===== config.mk =====
export PLATFORM = sky130hd
export DESIGN_NAME = instr_mem
export DESIGN_NICKNAME = d
export VERILOG_FILES = /design/src/rtl/instr_mem.sv
export SDC_FILE = /design/constraint.sdc
export NUM_CORES = 2
export LEC_CHECK = 0
export CAP_MARGIN = 0
export CORE_MARGIN = 2
export CORE_UTILIZATION = 40
export DETAILED_ROUTE_END_ITERATION = 6
export PLACE_DENSITY_LB_ADDON = 0.15
export SLEW_MARGIN = 20
export SYNTH_ARGS = -nofsm -noshare
export SYNTH_HDL_FRONTEND = slang
export SYNTH_SLANG_ARGS = --single-unit

===== constraint.sdc =====
create_clock -name clk -period 15.3 [get_ports clk]
set_input_delay 2.295 -clock clk [delete_from_list [all_inputs] [get_ports clk]]
set_output_delay 2.295 -clock clk [all_outputs]
set_load 0.1 [all_outputs]

===== src/rtl/instr_mem.sv =====
// Writable instruction memory: images the boot program after reset, then serves
// registered fetches in RUN and accepts host writes while halted in LOAD.
module instr_mem #(
    parameter int DATA_W = 16,
    parameter int ADDR_W = 8,
    parameter int DEPTH  = 256
) (
    input  logic              clk,
    input  logic              rst,
    output logic              ready,
    input  logic              fetch_req,
    input  logic [ADDR_W-1:0] fetch_addr,
    output logic              fetch_valid,
    output logic [DATA_W-1:0] fetch_instr,
    output logic              fetch_err,
    input  logic              ld_start,
    input  logic              ld_we,
    input  logic [ADDR_W-1:0] ld_addr,
    input  logic [DATA_W-1:0] ld_data,
    input  logic              ld_done,
    output logic              ld_busy,
    output logic              ld_err
);

    localparam int              IDX_W   = (DEPTH > 1) ? $clog2(DEPTH) : 1;
    localparam logic [ADDR_W:0] DEPTH_C = (ADDR_W + 1)'(DEPTH);
    localparam logic [ADDR_W-1:0] LAST_C = ADDR_W'(DEPTH - 1);

    typedef enum logic [1:0] {S_INIT, S_RUN, S_LOAD} state_t;

    state_t            r_state;
    state_t            w_next;
    logic [ADDR_W-1:0] r_cnt;
    logic [DATA_W-1:0] r_mem [DEPTH];

    logic              r_ready;
    logic              r_busy;
    logic              r_fvalid;
    logic              r_ferr;
    logic              r_lderr;
    logic [DATA_W-1:0] r_finstr;

    logic              w_fetch_ok;
    logic              w_ld_ok;
    logic              w_fetch_go;
    logic              w_we;
    logic [IDX_W-1:0]  w_widx;
    logic [IDX_W-1:0]  w_ridx;
    logic [DATA_W-1:0] w_wdata;

    // Boot words are 16 bits; wider instruction words are zero-extended.
    function automatic logic [DATA_W-1:0] boot_word(input logic [ADDR_W-1:0] a);
        logic [15:0] w;
        case (a)
            ADDR_W'(0): w = 16'h7202;
            ADDR_W'(1): w = 16'h11CE;
            ADDR_W'(2): w = 16'h211D;
            ADDR_W'(3): w = 16'h4112;
            ADDR_W'(4): w = 16'hF001;
            default:    w = 16'h0000;
        endcase
        return DATA_W'(w);
    endfunction

    assign w_fetch_ok = {1'b0, fetch_addr} < DEPTH_C;
    assign w_ld_ok    = {1'b0, ld_addr} < DEPTH_C;
    assign w_fetch_go = (r_state == S_RUN) && fetch_req;
    assign w_ridx     = fetch_addr[IDX_W-1:0];

    always_ff @(posedge clk) begin
        if (rst) r_state <= S_INIT;
        else     r_state <= w_next;
    end

    always_comb begin
        w_next = r_state;
        case (r_state)
            S_INIT:  if (r_cnt == LAST_C) w_next = S_RUN;
            S_RUN:   if (ld_start)        w_next = S_LOAD;
            S_LOAD:  if (ld_done)         w_next = S_RUN;
            default: w_next = S_INIT;
        endcase
    end

    // Single write port shared by the boot imager and the host loader.
    always_comb begin
        w_we    = 1'b0;
        w_widx  = r_cnt[IDX_W-1:0];
        w_wdata = boot_word(r_cnt);
        if (r_state == S_INIT) begin
            w_we = 1'b1;
        end else if ((r_state == S_LOAD) && ld_we && w_ld_ok) begin
            w_we    = 1'b1;
            w_widx  = ld_addr[IDX_W-1:0];
            w_wdata = ld_data;
        end
    end

    always_ff @(posedge clk) begin
        if (w_we && !rst) r_mem[w_widx] <= w_wdata;
    end

    // ready/ld_busy follow the state one cycle late, matching the handshake timing.
    always_ff @(posedge clk) begin
        if (rst) begin
            r_cnt    <= '0;
            r_ready  <= 1'b0;
            r_busy   <= 1'b0;
            r_fvalid <= 1'b0;
            r_ferr   <= 1'b0;
            r_lderr  <= 1'b0;
            r_finstr <= '0;
        end else begin
            r_ready  <= (r_state == S_RUN);
            r_busy   <= (r_state == S_LOAD);
            r_fvalid <= w_fetch_go;
            r_ferr   <= w_fetch_go && !w_fetch_ok;
            r_lderr  <= (r_state == S_LOAD) && ld_we && !w_ld_ok;
            if (r_state == S_INIT) r_cnt <= r_cnt + 1'b1;
            if (w_fetch_go) r_finstr <= w_fetch_ok ? r_mem[w_ridx] : '0;
        end
    end

    assign ready       = r_ready;
    assign ld_busy     = r_busy;
    assign fetch_valid = r_fvalid;
    assign fetch_err   = r_ferr;
    assign fetch_instr = r_finstr;
    assign ld_err      = r_lderr;

endmodule


==> results.json <==
{
  "status": "complete, but fails checks",
  "violations": "DRC",
  "core_area_um2": 399000,
  "reg2reg_depth": 8,
  "start_kind": "primary input",
  "tightest_slew_ps": 1270,
  "cts_resized": 0,
  "grt_setup_unrepaired": "false",
  "cts_root_buf": "clkbuf_16",
  "setup.worst_path.class": "primary input to flip-flop",
  "synth_cell_types": 85,
  "reg2reg_slack_ps": 9470,
  "hold_end": "r_cnt[6]",
  "dr.pass1.iters": 7,
  "cts_tree": "done",
  "drc_errors": 2,
  "initial_utilization": 0.401,
  "port-buffer-count": 56,
  "dp_hpwl_um": 299000,
  "crit_chain": "buf_16 > buf_12 > buf_4 > buf_12 > mux4_2 > nand2_1 > a21oi_1 > o2111ai_1 > a211oi_1 > nand4_1 > o211ai_1",
  "power.share.switching": 0.225,
  "grt_overflow": 0,
  "min_path_type": "flip-flop to flip-flop",
  "synth_cells": 7565,
  "power_mw": 24.2,
  "grt_pass1_wl_um": 678000,
  "ir_drop_mv": 0.115,
  "path_depth": 11,
  "ys_ff_latch": 4125,
  "drive_gt1_frac": 0.235,
  "syn_area_um2": 160000,
  "worstPathMaxFanout": 85,
  "clkTransAtPathRegs_ps": 60,
  "layout_min_cycle_time_ps": 7050,
  "p_clk_frac": 0.419,
  "fin_tns_setup_ps": 0,
  "synth_edf_count": 4096,
  "cts-htree-levels": 5,
  "slew_headroom": 0.152,
  "stdcell_area_um2": 182000,
  "cts_hold_buf": 0,
  "antenna_found_initial": 40,
  "hp-start": "r_cnt[6]",
  "die_h_um": 637,
  "pin_count": 59,
  "synthToLayoutAreaGrowth_pct": 13.6,
  "crit_top_cell": "buf_12",
  "grt_use_total": 0.240,
  "p_switching_mw": 5.46,
  "comb_power_share": 0.057,
  "yosysSeqAreaShare": 0.772,
  "cts_made_buffers": 431,
  "crit_family": "buffers and inverters",
  "p_int_mw": 18.8,
  "syn_avg_cell_area_um2": 21.2,
  "power_frac_seq": 0.524,
  "required_ps": 16200,
  "cts_sinks": 4125,
  "grt_max_degree": 209,
  "r2r_end": "r_mem[85][13]",
  "power-per-cell-area_nw_per_um2": 133,
  "async_reset_ff_frac": 0,
  "slowest_stage": "nand4_1",
  "clock_latency_ps": 1000,
  "worst_ep_arrival_time_ps": 7950,
  "yosys_most_used_dff": "edfxtp_1",
  "finalSetupViolCount": 0,
  "drv_slew": 0,
  "viasPerCell": 5.97,
  "drtIter0Drc": 10600,
  "grt_pass1_vias": 80100,
  "end_kind": "flip-flop",
  "timing.fmax_mhz": 142,
  "post_cts_buffers": 0,
  "die-width_um": 637,
  "final_nets": 8060,
  "drv_cap": 0,
  "period_share": 0.461,
  "wl_per_cell_um": 36.4,
  "clockBufferDepth": 4,
  "r2r_start": "r_cnt[0]",
  "ant_nets": 0,
  "leakagePower_nw": 59.4,
  "placed_area_um2": 168000,
  "yosysWarnings": 0,
  "nFillCells": 33500,
  "holdPathStages": 2,
  "slowest_delay_ps": 760,
  "rows": 232,
  "place.gp.congestion": 0.852,
  "dr_total_vias": 81500,
  "skew_ps": 81.6,
  "die_area_um2": 405000,
  "wl_um": 497000,
  "finalHoldViolations": 0,
  "crit_buf_inv": 4
}
power by group through the flow:
stage          logic [mW]  clock network [mW]  registers (mW)
2_1_floorplan       0.739                   0            13.1
3_3_place_gp         1.34                   0            12.9
3_5_place_dp         1.37                   0            12.9
4_1_cts              1.37                10.3            12.7
5_1_grt              1.43                10.7            12.7
6_report             1.37                10.2            12.7
metal layers:
metal / global-route usage / part of all wire / vias to the layer above
li1: - / - / 32800
met1: 0.340 / 0.42 / 44600
met2: 0.382 / 0.47 / 3458
met3: 0.0396 / 0.074 / 697
met4: 0.0760 / 0.034 / 12
met5: 0 / 0.00015 / -
synthesized netlist by cell type, types with 13 or more instances:
| cell | number | area [um^2] |
|---|---|---|
| edfxtp_1 | 4096 | 123000 |
| buf_4 | 32 | 240 |
| a21oi_1 | 117 | 586 |
| buf_8 | 35 | 526 |
| buf_1 | 17 | 63.8 |
| a2111oi_0 | 40 | 350 |
| a32oi_1 | 13 | 114 |
| nand2_1 | 286 | 1070 |
| buf_6 | 73 | 822 |
| and3_1 | 13 | 81.3 |
| o21ai_0 | 72 | 360 |
| o221ai_1 | 100 | 876 |
| nand3_1 | 67 | 335 |
| buf_12 | 31 | 621 |
| nor3_1 | 45 | 225 |
| a22oi_1 | 98 | 736 |
| mux4_2 | 701 | 15800 |
| dfxtp_1 | 29 | 581 |
| nor4_1 | 15 | 93.8 |
| mux2i_1 | 551 | 5520 |
| buf_2 | 116 | 581 |
| nor2_1 | 307 | 1150 |
| clkbuf_1 | 133 | 499 |
| nand4_1 | 24 | 150 |
| nand3b_1 | 19 | 143 |
| a22o_1 | 21 | 184 |
| a211o_1 | 14 | 123 |
| a221oi_1 | 23 | 201 |
| a211oi_1 | 63 | 473 |
| o22ai_1 | 179 | 1120 |
| mux4_1 | 84 | 2210 |
layout by cell type, fill, tap and decap left out, types with 22 or more instances in the layout:
master / instances
mux4_2: 701
nand4_1: 24
edfxtp_1: 4096
a21oi_1: 113
nor3_1: 43
clkbuf_16: 439
clkinv_2: 94
bufinv_16: 28
nand2_1: 277
nor2_4: 57
clkinv_1: 108
mux4_1: 84
o22ai_1: 179
buf_4: 390
mux2i_1: 551
a211oi_1: 61
o21ai_0: 65
nand3_1: 58
a22oi_1: 98
nor2_1: 144
a221oi_1: 22
nor2_2: 106
o221ai_1: 100
dfxtp_1: 29
clkbuf_1: 85
clkdlybuf4s50_1: 50
flip-flops by register name (all words and copies together) (netlist names):
| signal | cells |
|---|---|
| ld_busy | 1 |
| ready | 1 |
| fetch_instr | 16 |
| r_mem | 4096 |
| r_state | 2 |
| fetch_valid | 1 |
| r_cnt | 8 |
metrics by stage:
step                utilization  hold slack [ps]  std cells  setup WS, ps
global route              0.456              605      13600          8110
detailed placement        0.422              556      12800          7270
floorplan                     -              504       7566           409
finish                    0.456              573      13700          8250
CTS                       0.456              565      13600          8340
global placement          0.421              538      12800          6690
cells by family after synthesis:
family / share of synthesized area
compound gates: 0.0363
xor+xnor: 0.000328
fa+ha+maj: 0.000313
buf+inv: 0.0220
flops: 0.772
mux: 0.147
other cells: 0.0000234
simple gates: 0.0223
final cells by class:
class	instances	area [um^2]	area share
flip-flops and latches	4125	124000	0.679
multi-input cells	2986	34200	0.188
clock buffers	528	11400	0.0624
well taps	5265	6590	0.0362
repair buffers	468	3960	0.0218
clock inverters	258	2160	0.0118
diodes	16	40.0	0.000220
inverters	6	31.3	0.000172
worst max-delay path by stage:
stage / from / slack, ps / end
3_3_place_gp: fetch_addr[1] / 6690 / fetch_instr[7]
4_1_cts: fetch_addr[0] / 8340 / fetch_instr[9]
2_1_floorplan: ld_we / 410 / r_mem[0][4]
5_1_grt: fetch_addr[0] / 8110 / fetch_instr[9]
6_report: fetch_addr[0] / 8250 / fetch_instr[9]
3_5_place_dp: fetch_addr[0] / 7270 / fetch_instr[9]
worst reg2reg max path: cells and delay by family (launching register included):
family	cells	cell delay [ps]
buf+inv	4	2780
compound gates	2	920
simple gates	1	630
fa+ha+maj	1	630
flops	1	390
No activity file was read; power rests on OpenSTA's default activity.
